**src/rtl/tdc_uart_framer_if.sv**
```systemverilog
// Handshake bundle between the TDC measurement core and the UART framer.
// The core drives the measurement word and strobe; the framer returns ready/busy.
interface tdc_uart_framer_if;
  logic [15:0] meas_data;
  logic        meas_valid;
  logic        meas_ready;
  logic        busy;

  modport master (output meas_data, meas_valid, input meas_ready, busy);
  modport slave  (input meas_data, meas_valid, output meas_ready, busy);
endinterface

```
**src/rtl/tdc_uart_framer.sv**
```systemverilog
// Serialises each accepted 16-bit TDC measurement as a 4-byte 8N1 frame:
// sync, data MSB, data LSB, count of measurements dropped since the last accept.
//
// state  | meaning
// S_IDLE | waiting for meas_valid, uart_tx idle high, meas_ready=1
// S_SEND | shifting the frame out, byte 0..3, bit 0..9, baud 0..CLKS_PER_BIT-1
module tdc_uart_framer #(
  parameter int         CLKS_PER_BIT = 868,
  parameter logic [7:0] SYNC_BYTE    = 8'hA5
) (
  input  logic               clk,
  input  logic               rst,
  tdc_uart_framer_if.slave   bus,
  output logic               uart_tx
);

  localparam int CW = (CLKS_PER_BIT > 1) ? $clog2(CLKS_PER_BIT) : 1;
  localparam logic [CW-1:0] BAUD_TC = CW'(CLKS_PER_BIT - 1);

  typedef enum logic {S_IDLE = 1'b0, S_SEND = 1'b1} state_t;

  state_t        state, state_nxt;
  logic [1:0]    byte_idx, byte_nxt;
  logic [3:0]    bit_idx, bit_nxt;
  logic [CW-1:0] baud_cnt, baud_nxt;
  logic [15:0]   hold, hold_nxt;
  logic [7:0]    drop_lat, drop_lat_nxt;
  logic [7:0]    drop_cnt, drop_nxt;
  logic          tx_nxt;

  logic          baud_tc, bit_last, byte_last, frame_end;
  logic [7:0]    cur_byte;
  logic [3:0]    next_bit;
  logic [9:0]    char_bits;

  always_ff @(posedge clk) begin
    if (rst) begin
      state    <= S_IDLE;
      byte_idx <= '0;
      bit_idx  <= '0;
      baud_cnt <= '0;
      hold     <= '0;
      drop_lat <= '0;
      drop_cnt <= '0;
      uart_tx  <= 1'b1;
    end else begin
      state    <= state_nxt;
      byte_idx <= byte_nxt;
      bit_idx  <= bit_nxt;
      baud_cnt <= baud_nxt;
      hold     <= hold_nxt;
      drop_lat <= drop_lat_nxt;
      drop_cnt <= drop_nxt;
      uart_tx  <= tx_nxt;
    end
  end

  always_comb begin
    baud_tc   = (baud_cnt == BAUD_TC);
    bit_last  = (bit_idx == 4'd9);
    byte_last = (byte_idx == 2'd3);
    frame_end = baud_tc && bit_last && byte_last;
    next_bit  = 4'(bit_idx + 4'd1);
    case (byte_idx)
      2'd0:    cur_byte = SYNC_BYTE;
      2'd1:    cur_byte = hold[15:8];
      2'd2:    cur_byte = hold[7:0];
      default: cur_byte = drop_lat;
    endcase
    char_bits = {1'b1, cur_byte, 1'b0};
  end

  always_comb begin
    state_nxt    = state;
    byte_nxt     = byte_idx;
    bit_nxt      = bit_idx;
    baud_nxt     = baud_cnt;
    hold_nxt     = hold;
    drop_lat_nxt = drop_lat;
    drop_nxt     = drop_cnt;
    tx_nxt       = uart_tx;
    case (state)
      S_IDLE: begin
        tx_nxt = 1'b1;
        if (bus.meas_valid) begin
          hold_nxt     = bus.meas_data;
          drop_lat_nxt = drop_cnt;
          drop_nxt     = 8'd0;
          byte_nxt     = 2'd0;
          bit_nxt      = 4'd0;
          baud_nxt     = '0;
          tx_nxt       = 1'b0;
          state_nxt    = S_SEND;
        end
      end
      S_SEND: begin
        // A strobe coinciding with the frame's final edge is not counted,
        // giving 40*C-1 drops per frame under a continuous strobe.
        if (bus.meas_valid && !frame_end && drop_cnt != 8'hFF)
          drop_nxt = drop_cnt + 8'd1;
        if (baud_tc) begin
          baud_nxt = '0;
          if (bit_last) begin
            bit_nxt = 4'd0;
            if (byte_last) begin
              byte_nxt  = 2'd0;
              tx_nxt    = 1'b1;
              state_nxt = S_IDLE;
            end else begin
              byte_nxt = 2'(byte_idx + 2'd1);
              tx_nxt   = 1'b0;
            end
          end else begin
            bit_nxt = next_bit;
            tx_nxt  = char_bits[next_bit];
          end
        end else begin
          baud_nxt = CW'(baud_cnt + 1'b1);
        end
      end
      default: state_nxt = S_IDLE;
    endcase
  end

  assign bus.meas_ready = (state == S_IDLE);
  assign bus.busy       = (state == S_SEND);

endmodule
```
**src/flat_wrapper.sv**
```systemverilog
// flat-port wrapper written by rule: the top's interface ports become plain ports
module tdc_uart_framer_flat 
#(
  parameter int         CLKS_PER_BIT = 868,
  parameter logic [7:0] SYNC_BYTE    = 8'hA5
)
  (clk, rst, uart_tx, bus_meas_data, bus_meas_valid, bus_meas_ready, bus_busy);
  tdc_uart_framer_if bus_i ();
  input  logic clk;
  input  logic rst;
  output logic uart_tx;
  input wire logic [$bits(bus_i.meas_data)-1:0] bus_meas_data;
  input wire logic [$bits(bus_i.meas_valid)-1:0] bus_meas_valid;
  output wire logic [$bits(bus_i.meas_ready)-1:0] bus_meas_ready;
  output wire logic [$bits(bus_i.busy)-1:0] bus_busy;
  assign bus_i.meas_data = bus_meas_data;
  assign bus_i.meas_valid = bus_meas_valid;
  assign bus_meas_ready = bus_i.meas_ready;
  assign bus_busy = bus_i.busy;
  tdc_uart_framer #(.CLKS_PER_BIT(CLKS_PER_BIT), .SYNC_BYTE(SYNC_BYTE)) u_core (.clk(clk), .rst(rst), .bus(bus_i), .uart_tx(uart_tx));
endmodule
```
**config.mk**
```make
export PLATFORM = sky130hd
export DESIGN_NAME = tdc_uart_framer_flat
export DESIGN_NICKNAME = d
export VERILOG_FILES = /design/src/rtl/tdc_uart_framer_if.sv /design/src/rtl/tdc_uart_framer.sv /design/src/flat_wrapper.sv
export SDC_FILE = /design/constraint.sdc
export NUM_CORES = 1
export LEC_CHECK = 0
export BUFFER_PORTS_ARGS = -buffer_cell sky130_fd_sc_hd__buf_4
export CORE_ASPECT_RATIO = 2
export CORE_MARGIN = 5
export CORE_UTILIZATION = 28
export DETAILED_ROUTE_END_ITERATION = 8
export GPL_ROUTABILITY_DRIVEN = 0
export SYNTH_ARGS = -nofsm -noshare
export SYNTH_HDL_FRONTEND = slang
export SYNTH_SLANG_ARGS = --single-unit
```
**constraint.sdc**
```tcl
create_clock -name clk -period 2.2 [get_ports clk]
set_input_delay 0.11 -clock clk [delete_from_list [all_inputs] [get_ports clk]]
set_output_delay 0.11 -clock clk [all_outputs]
set_load 0.01 [all_outputs]
```
### After elaboration in Yosys (flattened, before gate mapping)

Index checks and enable logic that the tools add are counted.

* multiplexer cells: 28
* div/mod/pow operators: 0
* reduce and logical (&&, ||, !) cells: 10
* magnitude comparators: 1
* shifts and indexed selects: 0
* multipliers: 0
* eq/ne operators: 10
* bitwise operators: 1
* add/sub/neg operators: 4

Operators with widths (count)
* 8-bit one-hot mux with 3 select lines: 1
* 10-bit two-way mux: 2
* 10-bit one-hot mux with 2 select lines: 1
* 8-bit two-way mux: 2
* 8-bit one-hot mux with 2 select lines: 1
* 4-bit two-way mux: 3
* 10-bit by 1-bit adder with 10-bit output (second input constant): 1
* 10-bit == test (second input constant): 1
* 1-bit two-way mux: 9
* 8-bit by 1-bit adder with 8-bit output (second input constant): 1
* 2-bit two-way mux: 4
* 2-bit inequality test (second input constant): 4
* 8-bit inequality test (second input constant): 1
* 4-bit one-hot mux with 2 select lines: 1
* 2-bit AND reduction: 3
* 4-bit by 5-bit < comparator with 1-bit output (second input constant): 1
* 4-bit by 1-bit adder with 4-bit output (second input constant): 1
* 1-bit binary-select mux with 4-bit select: 1
* 2-bit == test (second input constant): 2
* 4-bit == test (second input constant): 1
* 1-bit logical AND: 4
* 1-bit one-hot mux with 2 select lines: 2
* 2-bit one-hot mux with 2 select lines: 1
* 3-bit AND reduction: 1
* other kinds (5): 5

* ROM bits: 0
* memories: 0
* latch bits: 0
* logic and storage cells: 62
* memory bits (writable): 0
* bits in registers: 50

### Depth between registers and ports, before layout

* word-level depth: 8
* mapped depth: 9
* gate-level depth less buffers: 8

### Least setup slack after synthesis

OpenSTA, ideal clock, no wires.

* path kind: reg-to-reg
* from: register u_core.baud_cnt[8]
* to: register u_core.drop_cnt[3]
* stages on the path, launching flop included: 7
* slack: 241 ps
* data required time: 2080 ps
* setup time: 120 ps
* arrival: 1839 ps
* cells stage by stage: dfxtp_1 or3b_1 or4_4 o221a_4 nand4_1 xor2_1 nor2_1

* word-level cells in the longest chain between the ends: 8

Ends and longest elaborated chain
* start: declaration: line tdc_uart_framer.sv:25 `logic [CW-1:0] baud_cnt, baud_nxt;`
* start signal: assignment: line tdc_uart_framer.sv:50 `baud_cnt <= baud_nxt;`
* 10-bit == test: line tdc_uart_framer.sv:59 `baud_tc = (baud_cnt == BAUD_TC);`
* 1-bit logical AND (2 in a row): line tdc_uart_framer.sv:62 `frame_end = baud_tc && bit_last && byte_last;`
* 1-bit logical NOT: line tdc_uart_framer.sv:99 `if (bus.meas_valid && !frame_end && drop_cnt != 8'hFF)`
* 1-bit logical AND (2 in a row): line tdc_uart_framer.sv:99
* 2-bit inequality test (no line)
* 2-bit AND reduction (no line)
* end signal: assignment: line tdc_uart_framer.sv:53 `drop_cnt <= drop_nxt;`
* end: declaration: line tdc_uart_framer.sv:28 `logic [7:0] drop_cnt, drop_nxt;`

Every way passes these cells.
A chain may end at the register's enable or synchronous reset.

### Final worst setup path

* from: register u_core.baud_cnt[8]
* to: register u_core.drop_cnt[2]

The elaborated chain is that of the path after synthesis.

==> results.txt <==
status: finished, final reports clean
Setup Skew: 0.00276 ns
Switching Power: 0.000501 W
Switching Fraction: 25.8%
Max Slew Vio Count: 0
power share of the clock group: 40.0%
Warnings, synthesis: 0
Die Ht: 141 um
Max-cap violations: 0
Post-synth EDFFs: 0
Cell variety after synth: 44
CTS tree: yes
clock sink count: 50
cell depth of the worst min-delay path: 3
Initial Utilization: 28.3%
largest net degree at the start of global routing: 45
clk slew on worst S/H paths: 0.07 ns
final setup vio count: 0
# H-tree levels: 2
vias per cell: 5.08
Slew @ Worst Pin: 0.701 ns
Antenna diodes: 0
Yosys reg bits: 50
clk buf depth: 2
Inst Count DP: 430
cell chain of the critical path: or3b_1 -> or4_4 -> o221a_4 -> nand2_2 -> xor2_1 -> nor2_1
Crit Path Max Fanout: 7
# hold bufs at CTS: 0
first-pass iteration count of the detailed router: 4
RSZ-0062 raised after global routing: false
wire length per cell: 14.0 um
die span in x: 75.7 um
gr usage total: 12.2%
Crit path depth: 6
vias in the first global route: 2139
Worst slew margin: 52.7%
crit-path leading delay family: simple AND/OR/NAND/NOR gates
total gr overflow: 0
detailed-route via count: 2226
Die ar.: 10700 um^2
I/O pins: 22
worst vdd ir: 270 uV
Area growth syn-to-layout: 18.7%
P_leak: 1.04 nW
# rows: 48
initial antenna violation count: 0
Mapped Cells: 317
postcts setup bufs: 0
fmax: 475 MHz
WP data arrival: 2.29 ns
WS Path Type: reg2reg
r2r worst-path depth: 6
internal power: 0.00144 W
1st-iter DRT viols: 138
slowest stage delay, CP: 0.55 ns
total CTS buffers: 5
Required @ worst endpoint: 2.39 ns
Avg Inst Size Synth: 7.63 um^2
Combinational Power Share: 10.9%
worst path bufs/invs: 0
pwr dens: 676 nW/um^2
top_reg_cell synth: dfxtp_1
core box area: 8530 um^2
fraction of layout cells with a size suffix above 1: 14.2%
cts repair resizes: 0
Final period util: 95.8%
nets: 364
Fin. Hold Viols: 0
Hold Path Class: in2reg
PortBufs: 21
global-route wire length before repair: 10100 um
Worst path slowest cell: or4_4
Worst-Skew Late Latency: 0.29 ns
fin crit period: 2.11 ns
setup TNS: 0 ns
CP endpoint kind: flop
Final HPWL DP: 4380 um
post-route ant nets: 0
post-synthesis sequential area ratio: 41.4%
CTS root buf: clkbuf_16
Reg power frac: 49.1%
Startpoint Class: flop
Residual DRC: 0
synthesized net count: 344
final std cells w/o fill: 438
Post-Syn Area: 2420 um^2
Async S/R FF share, synth: 0%
Post-Route WL: 6120 um
[Yosys cell counts (3+ instances only)]
cell,n,area share [%]
dfxtp_1,50,41
o21ai_0,7,1.4
a311oi_1,3,1.1
nor2_1,24,3.7
a21oi_1,45,9.3
nand2b_1,3,0.78
nor3_1,4,0.83
xor2_1,4,1.4
a22oi_1,5,1.6
ha_1,8,4.1
and3_1,5,1.3
nor2b_1,6,1.6
nand3_1,11,2.3
nand4_1,6,1.6
clkbuf_1,17,2.6
inv_1,5,0.78
nand2_1,77,12
[cell type report]
cell class / count / area, um^2
fill: 915 / 5660
inverter: 5 / 18.8
clock inverter: 3 / 21.3
timing repair buffer: 32 / 240
tap: 100 / 125
clock buffer: 5 / 125
multi-input combinational: 243 / 1340
sequential: 50 / 1000
[power groups by stage]
stage / Sequential, W / Combinational, W / Clock [W]
floorplan: 0.000968 / 0.000128 / 0
global placement: 0.000973 / 0.000209 / 0
detailed placement: 0.000974 / 0.000211 / 0
CTS: 0.000953 / 0.000212 / 0.000793
global route: 0.000957 / 0.000238 / 0.000821
finish: 0.000953 / 0.000212 / 0.000776
[sequential cells by signal (all words and copies together) (netlist names)]
signal           count
u_core.byte_idx      2
u_core.drop_cnt      8
u_core.bit_idx       4
u_core.bus.busy      1
u_core.drop_lat      8
u_core.baud_cnt     10
u_core.uart_tx       1
u_core.hold         16
[worst paths after layout]
path | slack [ns] | startpoint | to
max | 0.09 | u_core.baud_cnt[8] | u_core.drop_cnt[2]
min | 0.06 | bus_meas_data[7] | u_core.hold[7]
max reg2reg | 0.09 | u_core.baud_cnt[8] | u_core.drop_cnt[2]
min reg2reg | 0.45 | u_core.drop_lat[5] | u_core.drop_lat[5]
[placed cells by master, fill, tap and decap left out, types with 3 or more instances in the layout]
| cell | instances |
|---|---|
| a21oi_1 | 45 |
| a22oi_1 | 5 |
| a311oi_1 | 3 |
| and3_1 | 5 |
| buf_4 | 32 |
| clkbuf_16 | 5 |
| dfxtp_1 | 49 |
| ha_1 | 7 |
| inv_1 | 5 |
| nand2_1 | 77 |
| nand2b_1 | 3 |
| nand3_1 | 11 |
| nand4_1 | 6 |
| nor2_1 | 24 |
| nor2b_1 | 6 |
| nor3_1 | 4 |
| o21ai_0 | 7 |
| xor2_1 | 4 |
[stage by stage]
step	util [%]	instance area (um^2)	worst slack (ns)	power [W]	hold slack (ns)
2_1_floorplan	-	2420	0.241	0.00110	0.246
3_3_place_gp	31.8	2710	0.181	0.00118	0.360
3_5_place_dp	31.8	2710	0.144	0.00119	0.366
4_1_cts	33.5	2860	0.135	0.00196	0.0542
5_1_grt	33.7	2870	0.0135	0.00202	0.0620
6_report	33.7	2870	0.0929	0.00194	0.0597
[layer usage]
| layer | vias to the layer above | GRT usage, % | wire length, um |
|---|---|---|---|
| met5 | - | 0 | 0 |
| met4 | 0 | 6.08 | 145 |
| met3 | 6 | 1.99 | 150 |
| met2 | 24 | 21.8 | 3330 |
| met1 | 1054 | 13.4 | 2490 |
| li1 | 1142 | - | - |
[worst register-to-register path: stages, from the launching register on]
cell     delay (ns)
dfxtp_1        0.40
or3b_1         0.44
or4_4          0.55
o221a_4        0.29
nand2_2        0.12
xor2_1         0.15
nor2_1         0.05
[cells by family after synthesis]
family	share of synthesized area, %
flip-flops	41.4
AND/OR/NAND/NOR	28.8
buffers and inverters	3.73
adder cells (fa/ha/maj)	4.14
multiplexers	0.828
XOR/XNOR	1.45
AO/OA/AOI/OAI	19.7
Note: power is estimated with default switching activity, not from simulation.
